==> src/rtl/ahb_sram_slave_if.sv <==
// AHB-Lite bus bundle between a master/decoder/multiplexor and the SRAM slave.
// Handshake: an address phase is taken on a rising edge where sel=1, ready=1 and
// trans is NONSEQ/SEQ; its data phase ends on the first edge where readyout=1.
interface ahb_sram_slave_if #(
  parameter int AHB_DATA_WIDTH = 32,
  parameter int AHB_ADDR_WIDTH = 32
);
  logic                      ahb_sel_in;
  logic [AHB_ADDR_WIDTH-1:0] ahb_addr_in;
  logic [1:0]                ahb_trans_in;
  logic                      ahb_write_in;
  logic [2:0]                ahb_size_in;
  logic [AHB_DATA_WIDTH-1:0] ahb_wdata_in;
  logic                      ahb_ready_in;
  logic [AHB_DATA_WIDTH-1:0] slave_rdata_out;
  logic                      slave_readyout_out;
  logic                      slave_resp_out;

  modport slave (
    input  ahb_sel_in, ahb_addr_in, ahb_trans_in, ahb_write_in, ahb_size_in,
           ahb_wdata_in, ahb_ready_in,
    output slave_rdata_out, slave_readyout_out, slave_resp_out
  );

  modport master (
    output ahb_sel_in, ahb_addr_in, ahb_trans_in, ahb_write_in, ahb_size_in,
           ahb_wdata_in, ahb_ready_in,
    input  slave_rdata_out, slave_readyout_out, slave_resp_out
  );
endinterface

==> src/rtl/ahb_sram_slave.sv <==
// AHB-Lite SRAM slave: flop-array storage, programmable wait states, byte-lane writes.
// Define AHB_SRAM_SLAVE_ERR_EN to answer bad transfers with a two-cycle ERROR response.
module ahb_sram_slave #(
  parameter int AHB_DATA_WIDTH = 32,
  parameter int AHB_ADDR_WIDTH = 32,
  parameter int MEM_DEPTH      = 16,
  parameter int WAIT_CYCLES    = 1
) (
  input  logic            ahb_clk_in,
  input  logic            ahb_rstn_in,
  ahb_sram_slave_if.slave bus,
  output logic [2:0]      o_dbg_state
);
  localparam int         BYTES     = AHB_DATA_WIDTH / 8;
  localparam int         OFF_W     = $clog2(BYTES);
  localparam int         IDX_W     = $clog2(MEM_DEPTH);
  localparam logic [2:0] MAX_SIZE  = 3'(OFF_W);
  localparam logic [2:0] WAIT_LOAD = (WAIT_CYCLES > 0) ? 3'(WAIT_CYCLES - 1) : 3'd0;

`ifdef AHB_SRAM_SLAVE_ERR_EN
  typedef enum logic [2:0] {
    ST_IDLE = 3'd0, ST_WAIT = 3'd1, ST_DATA = 3'd2, ST_ERR1 = 3'd3, ST_ERR2 = 3'd4
  } state_t;
`else
  typedef enum logic [2:0] {
    ST_IDLE = 3'd0, ST_WAIT = 3'd1, ST_DATA = 3'd2
  } state_t;
`endif

  state_t                    r_state;
  state_t                    w_next_state;
  state_t                    w_target;
  logic [IDX_W-1:0]          r_idx;
  logic [OFF_W-1:0]          r_off;
  logic [2:0]                r_size;
  logic                      r_write;
  logic                      r_err;
  logic [2:0]                r_wait_cnt;
  logic [AHB_DATA_WIDTH-1:0] r_mem [MEM_DEPTH];

  logic                      w_readyout;
  logic                      w_resp;
  logic                      w_active;
  logic                      w_accept;
  logic                      w_oor;
  logic                      w_too_wide;
  logic                      w_misalign;
  logic                      w_err;
  logic [7:0]                w_align_mask;
  logic [IDX_W-1:0]          w_idx;
  logic [OFF_W-1:0]          w_off;
  logic                      w_mem_we;
  logic [BYTES-1:0]          w_lane_mask;

`ifdef AHB_SRAM_SLAVE_ERR_EN
  assign w_readyout = (r_state != ST_WAIT) && (r_state != ST_ERR1);
  assign w_resp     = (r_state == ST_ERR1) || (r_state == ST_ERR2);
`else
  assign w_readyout = (r_state != ST_WAIT);
  assign w_resp     = 1'b0;
`endif

  // Only states that are driving readyout=1 can be finishing a data phase, so only they take a new address.
  assign w_active = (bus.ahb_trans_in == 2'b10) || (bus.ahb_trans_in == 2'b11);
  assign w_accept = bus.ahb_sel_in && bus.ahb_ready_in && w_active && w_readyout;

  assign w_oor        = (bus.ahb_addr_in >> (IDX_W + OFF_W)) != '0;
  assign w_too_wide   = bus.ahb_size_in > MAX_SIZE;
  assign w_align_mask = (8'd1 << bus.ahb_size_in) - 8'd1;
  assign w_misalign   = (bus.ahb_addr_in[7:0] & w_align_mask) != 8'd0;
  assign w_err        = w_oor || w_too_wide || w_misalign;
  assign w_idx        = bus.ahb_addr_in[IDX_W+OFF_W-1:OFF_W];
  assign w_off        = bus.ahb_addr_in[OFF_W-1:0];

  always_comb begin
    w_target = (WAIT_CYCLES > 0) ? ST_WAIT : ST_DATA;
`ifdef AHB_SRAM_SLAVE_ERR_EN
    if (w_err) begin
      w_target = ST_ERR1;
    end
`endif
  end

  always_comb begin
    w_next_state = r_state;
    case (r_state)
      ST_IDLE: if (w_accept) w_next_state = w_target;
      ST_WAIT: if (r_wait_cnt == 3'd0) w_next_state = ST_DATA;
      ST_DATA: w_next_state = w_accept ? w_target : ST_IDLE;
`ifdef AHB_SRAM_SLAVE_ERR_EN
      ST_ERR1: w_next_state = ST_ERR2;
      ST_ERR2: w_next_state = w_accept ? w_target : ST_IDLE;
`endif
      default: w_next_state = ST_IDLE;
    endcase
  end

  always_ff @(posedge ahb_clk_in or negedge ahb_rstn_in) begin
    if (!ahb_rstn_in) begin
      r_state    <= ST_IDLE;
      r_idx      <= '0;
      r_off      <= '0;
      r_size     <= 3'd0;
      r_write    <= 1'b0;
      r_err      <= 1'b0;
      r_wait_cnt <= 3'd0;
    end else begin
      r_state <= w_next_state;
      if (w_accept) begin
        r_idx      <= w_idx;
        r_off      <= w_off;
        r_size     <= bus.ahb_size_in;
        r_write    <= bus.ahb_write_in;
        r_err      <= w_err;
        r_wait_cnt <= WAIT_LOAD;
      end else if ((r_state == ST_WAIT) && (r_wait_cnt != 3'd0)) begin
        r_wait_cnt <= r_wait_cnt - 3'd1;
      end
    end
  end

  // A flagged transfer never touches storage; without error responses it simply completes OKAY.
  assign w_mem_we = (r_state == ST_DATA) && r_write && !r_err;

  always_comb begin
    w_lane_mask = '0;
    for (int b = 0; b < BYTES; b++) begin
      w_lane_mask[b] = (b >= int'(r_off)) && (b < (int'(r_off) + (1 << r_size)));
    end
  end

  always_ff @(posedge ahb_clk_in or negedge ahb_rstn_in) begin
    if (!ahb_rstn_in) begin
      for (int i = 0; i < MEM_DEPTH; i++) begin
        r_mem[i] <= '0;
      end
    end else if (w_mem_we) begin
      for (int b = 0; b < BYTES; b++) begin
        if (w_lane_mask[b]) begin
          r_mem[r_idx][b*8 +: 8] <= bus.ahb_wdata_in[b*8 +: 8];
        end
      end
    end
  end

  assign bus.slave_rdata_out    = ((r_state == ST_DATA) && !r_write && !r_err) ? r_mem[r_idx] : '0;
  assign bus.slave_readyout_out = w_readyout;
  assign bus.slave_resp_out     = w_resp;
  assign o_dbg_state            = r_state;
endmodule

==> src/flat_wrapper.sv <==
// flat-port wrapper written by rule: the top's interface ports become plain ports
module ahb_sram_slave_flat 
#(
  parameter int AHB_DATA_WIDTH = 32,
  parameter int AHB_ADDR_WIDTH = 32,
  parameter int MEM_DEPTH      = 16,
  parameter int WAIT_CYCLES    = 1
)
  (ahb_clk_in, ahb_rstn_in, o_dbg_state, bus_ahb_sel_in, bus_ahb_addr_in, bus_ahb_trans_in, bus_ahb_write_in, bus_ahb_size_in, bus_ahb_wdata_in, bus_ahb_ready_in, bus_slave_rdata_out, bus_slave_readyout_out, bus_slave_resp_out);
  ahb_sram_slave_if #(.AHB_DATA_WIDTH(AHB_DATA_WIDTH), .AHB_ADDR_WIDTH(AHB_ADDR_WIDTH)) bus_i ();
  input  logic ahb_clk_in;
  input  logic ahb_rstn_in;
  output logic [2:0] o_dbg_state;
  input wire logic [$bits(bus_i.ahb_sel_in)-1:0] bus_ahb_sel_in;
  input wire logic [$bits(bus_i.ahb_addr_in)-1:0] bus_ahb_addr_in;
  input wire logic [$bits(bus_i.ahb_trans_in)-1:0] bus_ahb_trans_in;
  input wire logic [$bits(bus_i.ahb_write_in)-1:0] bus_ahb_write_in;
  input wire logic [$bits(bus_i.ahb_size_in)-1:0] bus_ahb_size_in;
  input wire logic [$bits(bus_i.ahb_wdata_in)-1:0] bus_ahb_wdata_in;
  input wire logic [$bits(bus_i.ahb_ready_in)-1:0] bus_ahb_ready_in;
  output wire logic [$bits(bus_i.slave_rdata_out)-1:0] bus_slave_rdata_out;
  output wire logic [$bits(bus_i.slave_readyout_out)-1:0] bus_slave_readyout_out;
  output wire logic [$bits(bus_i.slave_resp_out)-1:0] bus_slave_resp_out;
  assign bus_i.ahb_sel_in = bus_ahb_sel_in;
  assign bus_i.ahb_addr_in = bus_ahb_addr_in;
  assign bus_i.ahb_trans_in = bus_ahb_trans_in;
  assign bus_i.ahb_write_in = bus_ahb_write_in;
  assign bus_i.ahb_size_in = bus_ahb_size_in;
  assign bus_i.ahb_wdata_in = bus_ahb_wdata_in;
  assign bus_i.ahb_ready_in = bus_ahb_ready_in;
  assign bus_slave_rdata_out = bus_i.slave_rdata_out;
  assign bus_slave_readyout_out = bus_i.slave_readyout_out;
  assign bus_slave_resp_out = bus_i.slave_resp_out;
  ahb_sram_slave #(.AHB_DATA_WIDTH(AHB_DATA_WIDTH), .AHB_ADDR_WIDTH(AHB_ADDR_WIDTH), .MEM_DEPTH(MEM_DEPTH), .WAIT_CYCLES(WAIT_CYCLES)) u_core (.ahb_clk_in(ahb_clk_in), .ahb_rstn_in(ahb_rstn_in), .bus(bus_i), .o_dbg_state(o_dbg_state));
endmodule
==> config.mk <==
export PLATFORM = sky130hd
export DESIGN_NAME = ahb_sram_slave_flat
export DESIGN_NICKNAME = d
export VERILOG_FILES = /design/src/rtl/ahb_sram_slave_if.sv /design/src/rtl/ahb_sram_slave.sv /design/src/flat_wrapper.sv
export SDC_FILE = /design/constraint.sdc
export NUM_CORES = 1
export LEC_CHECK = 0
export CORE_UTILIZATION = 45
export CTS_CLUSTER_SIZE = 25
export DETAILED_ROUTE_END_ITERATION = 10
export GPL_TIMING_DRIVEN = 0
export PLACE_DENSITY = 0.69
export RECOVER_POWER = 25
export SETUP_SLACK_MARGIN = 0.05
export SYNTH_ARGS = -nofsm -noshare
export SYNTH_HDL_FRONTEND = slang
export SYNTH_SLANG_ARGS = --single-unit
==> constraint.sdc <==
create_clock -name ahb_clk_in -period 3.3 [get_ports ahb_clk_in]
set_input_delay 0.495 -clock ahb_clk_in [delete_from_list [all_inputs] [get_ports ahb_clk_in]]
set_output_delay 0.495 -clock ahb_clk_in [all_outputs]
set_load 0.05 [all_outputs]
==> Word-level counts from Yosys, hierarchy flattened <==
Cells that the tools add are included.
{ "classes": {"addsub": 3, "n_lt_le_gt_ge": 10, "n_eq_ne": 7, "shifts": 2, "n_mux": 29, "bitwise_logic": 2, "reduce_logical": 24} }
{ "ops": {"columns": ["cell", "count"], "rows": [
  ["$mux 512", 7],
  ["$bwmux 512", 4],
  ["$demux 32 s4", 4],
  ["$bmux 32 s4", 1],
  ["$mux 32", 4],
  ["$lt 3x32->1 const A", 2],
  ["$add 3x32->32", 1],
  ["$lt 1x32->1 const A", 1],
  ["$lt 2x32->1 const A", 1],
  ["$reduce_bool 32->1", 1],
  ["$shl 1x3->32 const A", 1],
  ["$mux 24", 1],
  ["$mux 16", 1],
  ["$logic_and 1x1->1", 12],
  ["$mux 3", 4],
  ["$pmux 3 s3", 1],
  ["$and 8x8->8", 1],
  ["$mux 8", 1],
  ["$reduce_bool 8->1", 1],
  ["$shl 1x3->8 const A", 1],
  ["$sub 8x1->8 const B", 1],
  ["$logic_not 3->1", 2],
  ["$ge 5x5->1 const B", 1],
  ["$lt 5x1->1 const B", 1],
  ["16 further kinds", 22]
]} }
{ "totals": {"ff_bits": 529, "input_bits": 74, "output_inout_bits": 37} }

==> Logic depth before layout (Yosys ltp) <==
Gate-level depths: netlist of the first run.
{ "logic_depth": {"word_depth": 16, "depth_mapped": 9} }

==> Least setup slack after synthesis of the first run <==
Ideal clock, no wire load.
{ "synth_path": {"path_kind": "flip-flop to output port", "start": "register u_core.r_state[1] (netlist: u_core.o_dbg_state[1])", "end": "output bus_slave_rdata_out[13]", "t_arrival_ns": 2.258, "required_time_ns": 2.805, "slack_ns": 0.547, "stages_incl_launch_ff": 6, "path_buffers": 1, "path_cell_list": "dfrtp_1 nor4b_2 nor3b_2 clkbuf_1 nand2_1 nand3_1"} }
{ "synth_between": {"elab_chain_len": 4} }
{ "synth_lines": {"columns": ["item", "line_no", "text"], "rows": [
  ["from (decl)", "ahb_sram_slave.sv:30", "state_t r_state;"],
  ["from (signal assigned)", "ahb_sram_slave.sv:108", "r_state <= w_next_state;"],
  ["$eq 3x2->1", "ahb_sram_slave.sv:146", "assign bus.slave_rdata_out = ((r_state == ST_DATA) && !r_write && !r_err) ? r_mem[r_idx] : '0;"],
  ["$logic_and 1x1->1 (2 in series)", "ahb_sram_slave.sv:146", null],
  ["$mux 32", "ahb_sram_slave.sv:146", null],
  ["to (decl)", "flat_wrapper.sv:21", "output wire logic [$bits(bus_i.slave_rdata_out)-1:0] bus_slave_rdata_out;"]
]} }
Every way passes these cells.

==> Worst setup path after layout of the first run <==
{ "layout_path": {"start": "register u_core.r_size[2]", "end": "register u_core.r_mem[107] (netlist bit)"} }
{ "layout_between": {"elab_chain_len": 14, "elab_cells_between_ends": 19, "classes_between": "1 x add/sub; 4 x order compare; 1 x shift; 10 x mux; 3 x reduce/logical"} }
{ "layout_lines": {"columns": ["item", "line_no", "text"], "rows": [
  ["from (decl)", "ahb_sram_slave.sv:35", "logic [2:0] r_size;"],
  ["from (signal assigned)", "ahb_sram_slave.sv:112", "r_size <= bus.ahb_size_in;"],
  ["$shl 1x3->32 *", "ahb_sram_slave.sv:128", "w_lane_mask[b] = (b >= int'(r_off)) && (b < (int'(r_off) + (1 << r_size)));"],
  ["$add 3x32->32 *", "ahb_sram_slave.sv:128", null],
  ["$lt 1x32->1", "ahb_sram_slave.sv:128", null],
  ["$logic_and 1x1->1", "ahb_sram_slave.sv:128", null],
  ["$mux 512", "ahb_sram_slave.sv:139", "if (w_lane_mask[b]) begin"],
  ["$mux 512", "ahb_sram_slave.sv:137", "end else if (w_mem_we) begin"],
  ["$bwmux 512", "ahb_sram_slave.sv:140", "r_mem[r_idx][b*8 +: 8] <= bus.ahb_wdata_in[b*8 +: 8];"],
  ["$mux 512", "ahb_sram_slave.sv:139", null],
  ["$mux 512", "ahb_sram_slave.sv:137", null],
  ["$bwmux 512", "ahb_sram_slave.sv:140", null],
  ["$mux 512", "ahb_sram_slave.sv:139", null],
  ["$mux 512", "ahb_sram_slave.sv:137", null],
  ["$bwmux 512", "ahb_sram_slave.sv:140", null],
  ["$mux 512 *", "ahb_sram_slave.sv:139", null],
  ["to (signal, indexed assignment)", "ahb_sram_slave.sv:140", null],
  ["to (decl)", "ahb_sram_slave.sv:39", "logic [AHB_DATA_WIDTH-1:0] r_mem [MEM_DEPTH];"]
]} }
Mark *: on every way between the ends. The rest lies on a longest branch, timed or not. The select of a mux whose other input is x is not followed.
A chain may end at the register's enable or synchronous reset.

==> results.cfg, run 1 <==
[timing]
min_period_ns = 3.31
finalHoldViolations = 0
clock_skew_ns = 0.0245
fmax_ghz = 0.302
setup_viol = 7
tightest_slew_ns = 1.82
rsz0062_at_grt = true
fin_ws_ns = -0.00815
slew_viol_final = 68
slew_headroom_pct = -21.2
fin_crit_sh_pct = 100

[power]
power.density_nw_per_um2 = 565
switchingPower_mw = 4.14
switching_share_pct = 25.8
power_leakage_nw = 11.6
p_comb_share_pct = 15.4
clockPowerShare_pct = 41.4
intPower_mw = 11.9
vdd_drop_max_mv = 0.429
pwr-share-seq_pct = 43.1

[floorplan]
die_h_um = 234
chipWidth_um = 234
start_util_pct = 45.9
io_pins = 111
dieArea_um2 = 54800
fp-row-count = 84
placeableCoreArea_um2 = 52900

[global_route]
grt_first_pass_wirelength_mm = 99.9
grt_max_degree = 134
grt_pass1_vias = 16100
grt_use_met2_pct = 39.0
met3_usage_pct = 4.85
grt.overflow.total = 0
antenna_found_initial = 0
grt-busiest-layer = met2
met1_usage_pct = 33.1
track_usage_pct = 24.5

[final_layout]
layout_common_cells = 528 x dfrtp_1, 374 x mux2_2, 128 x mux4_2, 128 x o2bb2ai_1, 74 x clkdlybuf4s50_1
final_nets = 1836
final_cells = 2488
antenna_cells = 0
multi_input_area_um2 = 10600
fillers = 4280
drive_gt1_share_pct = 43.7
layout_commonest_cell = dfrtp_1
seqCellArea_um2 = 13200
area_growth_pct = 17.3

[placed_design]
numPortBuffers = 107
placed_cells = 2383
dp_hpwl_mm = 43.1
gp_congestion = 0.872
dp_slack_ns = -1.26

[synthesis]
synth-seq-cells = 528
ys_warn_count = 0
synthCells = 1583
synth_seq_area_share_pct = 54.5
syn_avg_cell_area_um2 = 15.3
yosysUniqueCellTypes = 47
syn-cell-area_um2 = 24300

[outcome]
violations = DRC, capacitance limit, slew limit, setup timing
status = complete, but fails checks

[route]
wl_per_cell_um = 25.8
drt-total-wl_mm = 64.3
drcViolationCount = 3
drtIter0Drc = 1198
vias = 15200
firstDrtPassIters = 8
ant_nets = 0
viasPerCell = 6.11

[clock_tree]
cts_made_buffers = 54
clk-insertion-delay-late_ns = 0.61
cts_max_level = 2
cts.sinks = 528
clock_path_buffers = 3
cts.clk_slew.worst_paths_ns = 0.06
cts_root_buffer = clkbuf_16
cts_tree = yes

[critical_path]
cp_max_fo = 8
rr_worst_depth = 7
rrSetupSlack_ns = -0.008
critPathRequiredTime_ns = 3.78
start_kind = flip-flop
timing.rr.end = u_core.r_mem[107]$_DFFE_PN0P_
critPathArrivalTime_ns = 3.79
reg2reg_from = u_core.r_size[2]$_DFFE_PN0P_
end_kind = flip-flop
crit_type = flip-flop to flip-flop

[min_path]
hold_path.startpoint = u_core.r_wait_cnt[0]$_DFFE_PN0P_
min_path_cells = 1
hold_class = flip-flop to flip-flop
worstHoldEndpoint = u_core.r_wait_cnt[0]$_DFFE_PN0P_

[job]
drv_cap = 1
[sequential cells by signal, indices dropped and copies added (netlist names)]
register and flops:
u_core.r_idx 4, u_core.r_mem 512, u_core.r_write 1, u_core.r_err 1, u_core.o_dbg_state 2, u_core.r_off 2, u_core.r_size 3, u_core.r_wait_cnt 3
[metal layers]
metal  share of wire (%)  up-vias
li1                    -     6476
met1                  43     8117
met2                  48      474
met3                 6.2      124
met4                 3.3        0
met5                   0        -
[stage by stage]
step	cell area, µm²	util [%]	hold slack, ns	setup TNS [ns]	total power [mW]
global placement	26200	49.5	0.454	-	9.34
finish	28500	53.8	0.480	-0.0245	16.1
global route	28500	53.8	0.492	-1.03	16.6
floorplan	24300	-	0.199	0	8.56
detailed placement	26300	49.8	0.468	-35.73	9.41
CTS	28400	53.7	0.453	0	16.2
[how the worst max path moves through the flow]
stage	slack, ns	end	from
2_1_floorplan	0.55	bus_slave_rdata_out[13]	u_core.o_dbg_state[1]$_DFFE_PN0P_
3_3_place_gp	-20.39	u_core.r_mem[140]$_DFFE_PN0P_	ahb_rstn_in
3_5_place_dp	-1.26	bus_slave_rdata_out[29]	u_core.o_dbg_state[0]$_DFFE_PN0P_
4_1_cts	0.03	bus_slave_rdata_out[7]	u_core.r_idx[3]$_DFFE_PN0P_
5_1_grt	-0.06	u_core.r_mem[107]$_DFFE_PN0P_	u_core.r_size[2]$_DFFE_PN0P_
6_report	-0.008	u_core.r_mem[107]$_DFFE_PN0P_	u_core.r_size[2]$_DFFE_PN0P_
[power groups by stage]
stage | combinational, mW | sequential (mW) | clock (mW)
2_1_floorplan | 1.58 | 6.99 | 0
3_3_place_gp | 2.30 | 7.04 | 0
3_5_place_dp | 2.38 | 7.04 | 0
4_1_cts | 2.48 | 6.92 | 6.76
5_1_grt | 2.64 | 6.96 | 7.01
6_report | 2.48 | 6.93 | 6.66
[cells by family (layout without fill, tap and decap cells)]
logic type	Yosys count	count (layout)	synth area share, %
adder cells (fa/ha/maj)	5	5	0.289
AND/OR/NAND/NOR	228	228	5.85
buffers and inverters	106	322	2.12
other	1	2	0.0155
flip-flops	528	528	54.5
multiplexers	522	522	30.2
AO/OA/AOI/OAI	193	193	7.07
[layout make-up]
class	count	share of cell area (%)
plain buffers	102	2.59
repair buffers	117	3.74
clock buffers	81	5.78
flip-flops and latches	528	46.4
well taps	688	3.03
clock inverters	18	1.07
multi-input cells	950	37.3
inverters	4	0.0528
[critical path, stage by stage, from the launching register on]
cell and delay, ns:
dfrtp_1 0.48, nor3_1 0.10, ha_1 0.22, fa_1 0.56, nor4b_2 0.07, a31oi_2 0.47, nand3_1 0.76, mux2_2 0.53
[timing repair]
action / 4_1_cts / 5_1_grt
endpoints found under the setup margin: 34 / 169
endpoints found under the hold margin: 65 / 0
hold buffers: 1 / 0
setup buffers: 3 / 2
resized for setup: 234 / 51
pin swaps: 1 / 1
[cells in the mapped netlist (all sizes together)]
cell | count | area, µm²
dfrtp | 528 | 13200
nand2 | 63 | 239
a31oi | 2 | 25.0
a211oi | 2 | 15.0
nor2 | 18 | 77.6
clkbuf | 41 | 154
a22oi | 32 | 240
ha | 4 | 50.1
and2 | 3 | 18.8
buf | 61 | 344
nand3 | 102 | 728
nand4bb | 1 | 27.5
mux4 | 128 | 2880
nand2b | 6 | 37.5
inv | 4 | 15.0
nor3b | 3 | 27.5
o2bb2ai | 128 | 1120
o21ai | 2 | 10.0
o211ai | 24 | 285
and4bb | 1 | 12.5
nor2b | 6 | 37.5
conb | 1 | 3.75
nand4 | 1 | 6.26
or3 | 1 | 6.26
mux2 | 394 | 4440
fa | 1 | 20.0
nor4b | 2 | 23.8
and3b | 1 | 8.76
nor4 | 8 | 65.1
a21oi | 3 | 18.8
nor3 | 12 | 101
Note: power is estimated with default switching activity, not from simulation.
==> run 2: changes to the inputs <==
--- a/config.mk
+++ b/config.mk
@@ -5,11 +5,11 @@
 export SDC_FILE = /design/constraint.sdc
 export NUM_CORES = 1
 export LEC_CHECK = 0
-export CORE_UTILIZATION = 45
+export CORE_UTILIZATION = 61
 export CTS_CLUSTER_SIZE = 25
 export DETAILED_ROUTE_END_ITERATION = 10
 export GPL_TIMING_DRIVEN = 0
-export PLACE_DENSITY = 0.69
+export PLACE_DENSITY = 0.87
 export RECOVER_POWER = 25
 export SETUP_SLACK_MARGIN = 0.05
 export SYNTH_ARGS = -nofsm -noshare
==> results.cfg, run 2 (same netlist as run 1, synthesis figures left out) <==
[outcome]
status = finished clean

[clock_tree]
clk-insertion-delay-late_ns = 0.58
cts.clk_slew.worst_paths_ns = 0.06
clock_path_buffers = 3
cts_made_buffers = 51
cts_tree = yes
cts_root_buffer = clkbuf_16
cts.sinks = 528
cts_max_level = 2

[route]
firstDrtPassIters = 8
drt-total-wl_mm = 65.2
viasPerCell = 6.87
vias = 15900
drtIter0Drc = 1664
wl_per_cell_um = 28.2
drcViolationCount = 0
ant_nets = 0

[final_layout]
fillers = 2391
layout_commonest_cell = dfrtp_1
area_growth_pct = 15.4
finalInstanceArea_um2 = 28000
final_nets = 1831
antenna_cells = 0
top_register = u_core.r_mem
drive_gt1_share_pct = 42.8
layout_common_cells = 528 x dfrtp_1, 373 x mux2_2, 128 x mux4_2, 128 x o2bb2ai_1
top_regs = u_core.r_mem (512), u_core.r_idx (4)
largest_reg_flops = 512

[critical_path]
timing.rr.end = u_core.r_mem[40]$_DFFE_PN0P_
start_kind = flip-flop
cp_top_family = buffers and inverters
cp_max_fo = 10
slowest_delay_ns = 0.54
cp_num_buf_inv = 4
critPathRequiredTime_ns = 2.80
rr_worst_depth = 7
path_cells = buf_4 -> buf_6 -> buf_8 -> mux4_2 -> nand3_1 -> nand3_1 -> buf_2
crit_path_frequent_cell = nand3_1
rrSetupSlack_ns = 0.12
reg2reg_from = u_core.r_size[2]$_DFFE_PN0P_
critPathArrivalTime_ns = 2.72
end_kind = output port
cpMaxStageDelayCell = mux4_2
crit_start = u_core.r_idx[0]$_DFFE_PN0P_
crit_type = flip-flop to output port

[timing]
slew_viol_final = 0
fmax_ghz = 0.311
rsz0062_at_grt = false
clock_skew_ns = 0.0189
tns_ns = 0
fin_crit_sh_pct = 97.4
setup_viol = 0
slew_headroom_pct = 45.2
min_period_ns = 3.21
tightest_slew_ns = 0.819
finalHoldViolations = 0

[power]
power.density_nw_per_um2 = 552
vdd_drop_max_mv = 0.431
power_leakage_nw = 11.4
power_mw = 15.5

[global_route]
grt_max_degree = 133
grt_pass1_vias = 16900
antenna_found_initial = 1
grt_first_pass_wirelength_mm = 101
track_usage_pct = 33.1
grt.overflow.total = 0

[placed_design]
numPortBuffers = 107
dp_hpwl_mm = 41.8
placed_area_um2 = 26100
gp_congestion = 0.926

[min_path]
min_path_cells = 1
worstHoldEndpoint = u_core.r_wait_cnt[0]$_DFFE_PN0P_
hold_class = flip-flop to flip-flop
hold_path.startpoint = u_core.r_wait_cnt[0]$_DFFE_PN0P_

[floorplan]
placeableCoreArea_um2 = 38900
dieArea_um2 = 40600
io_pins = 111
fp-row-count = 72
chipWidth_um = 201
die_h_um = 201
start_util_pct = 62.3

[job]
drv_cap = 0
==> run 2: cell types whose count changed in the layout (fill, tap and decap cells not counted), moves of 3 or more <==
cell       delta
clkbuf_16     -3
buf_6         -5
buf_4         -5
clkbuf_8      -9
buf_8         +3
bufinv_16     -3
buf_2         +8
clkbuf_1      +8
==> run 2: worst register-to-register path, cell delays in order (launching register included) <==
cell and delay, ns:
dfrtp_1 0.46, nor3_1 0.22, ha_1 0.21, fa_1 0.48, nor4b_2 0.42, a31oi_4 0.21, nand3_1 0.64, mux2_2 0.41
==> run 2: report_power, final <==
group | total [mW] | internal, mW | switching, mW
clock | 5.99 | 3.50 | 2.50
sequential | 6.94 | 6.76 | 0.181
combinational | 2.52 | 1.12 | 1.40
total | 15.5 | 11.4 | 4.08
==> run 2: area by class of cell <==
type                    count  area [µm²]  area share [%]
clock inverters            13         211           0.756
multi-input cells         950       10600            37.9
repair buffers            115        1070            3.82
inverters                   4        15.0          0.0536
plain buffers             102         729            2.61
clock buffers              78        1490            5.32
well taps                 518         648            2.32
flip-flops and latches    528       13200            47.2
==> run 2: timing repair <==
item | in CTS | in global routing
pin swaps | 1 | 1
endpoints found under the hold margin | 83 | 0
gates resized for setup | 229 | 41
gates cloned | 0 | 0
setup endpoints to repair | 36 | 148
hold buffers | 1 | 0
buffers inserted | 2 | 1
==> run 2: how the worst max path moves through the flow <==
stage | depth (start not counted) | endpoint
final | 7 | bus_slave_rdata_out[31]
after global routing | 7 | bus_slave_rdata_out[31]
after CTS | 7 | bus_slave_rdata_out[9]
after floorplan | 5 | bus_slave_rdata_out[13]
after global placement | 1 | u_core.r_mem[11]$_DFFE_PN0P_
after detailed placement | 6 | bus_slave_rdata_out[9]
==> run 2: layer usage <==
metal	vias to the layer above	share of wire, %	track usage [%]
met5	-	0	0
met4	0	4.6	14.5
met3	206	9.1	7.52
met2	860	48	51.8
met1	8357	38	44.9
li1	6436	-	-
==> run 2: metrics by stage <==
| stage | cells | worst slack (ns) | hold WS, ns | util (%) |
|---|---|---|---|---|
| floorplan | 1584 | 0.547 | 0.199 | - |
| global placement | 2209 | -20.18 | 0.455 | 66.7 |
| detailed placement | 2213 | -0.989 | 0.457 | 67.0 |
| CTS | 2307 | -0.0222 | 0.469 | 71.8 |
| global route | 2308 | 0.0231 | 0.495 | 71.9 |
| finish | 2308 | 0.0874 | 0.470 | 71.9 |
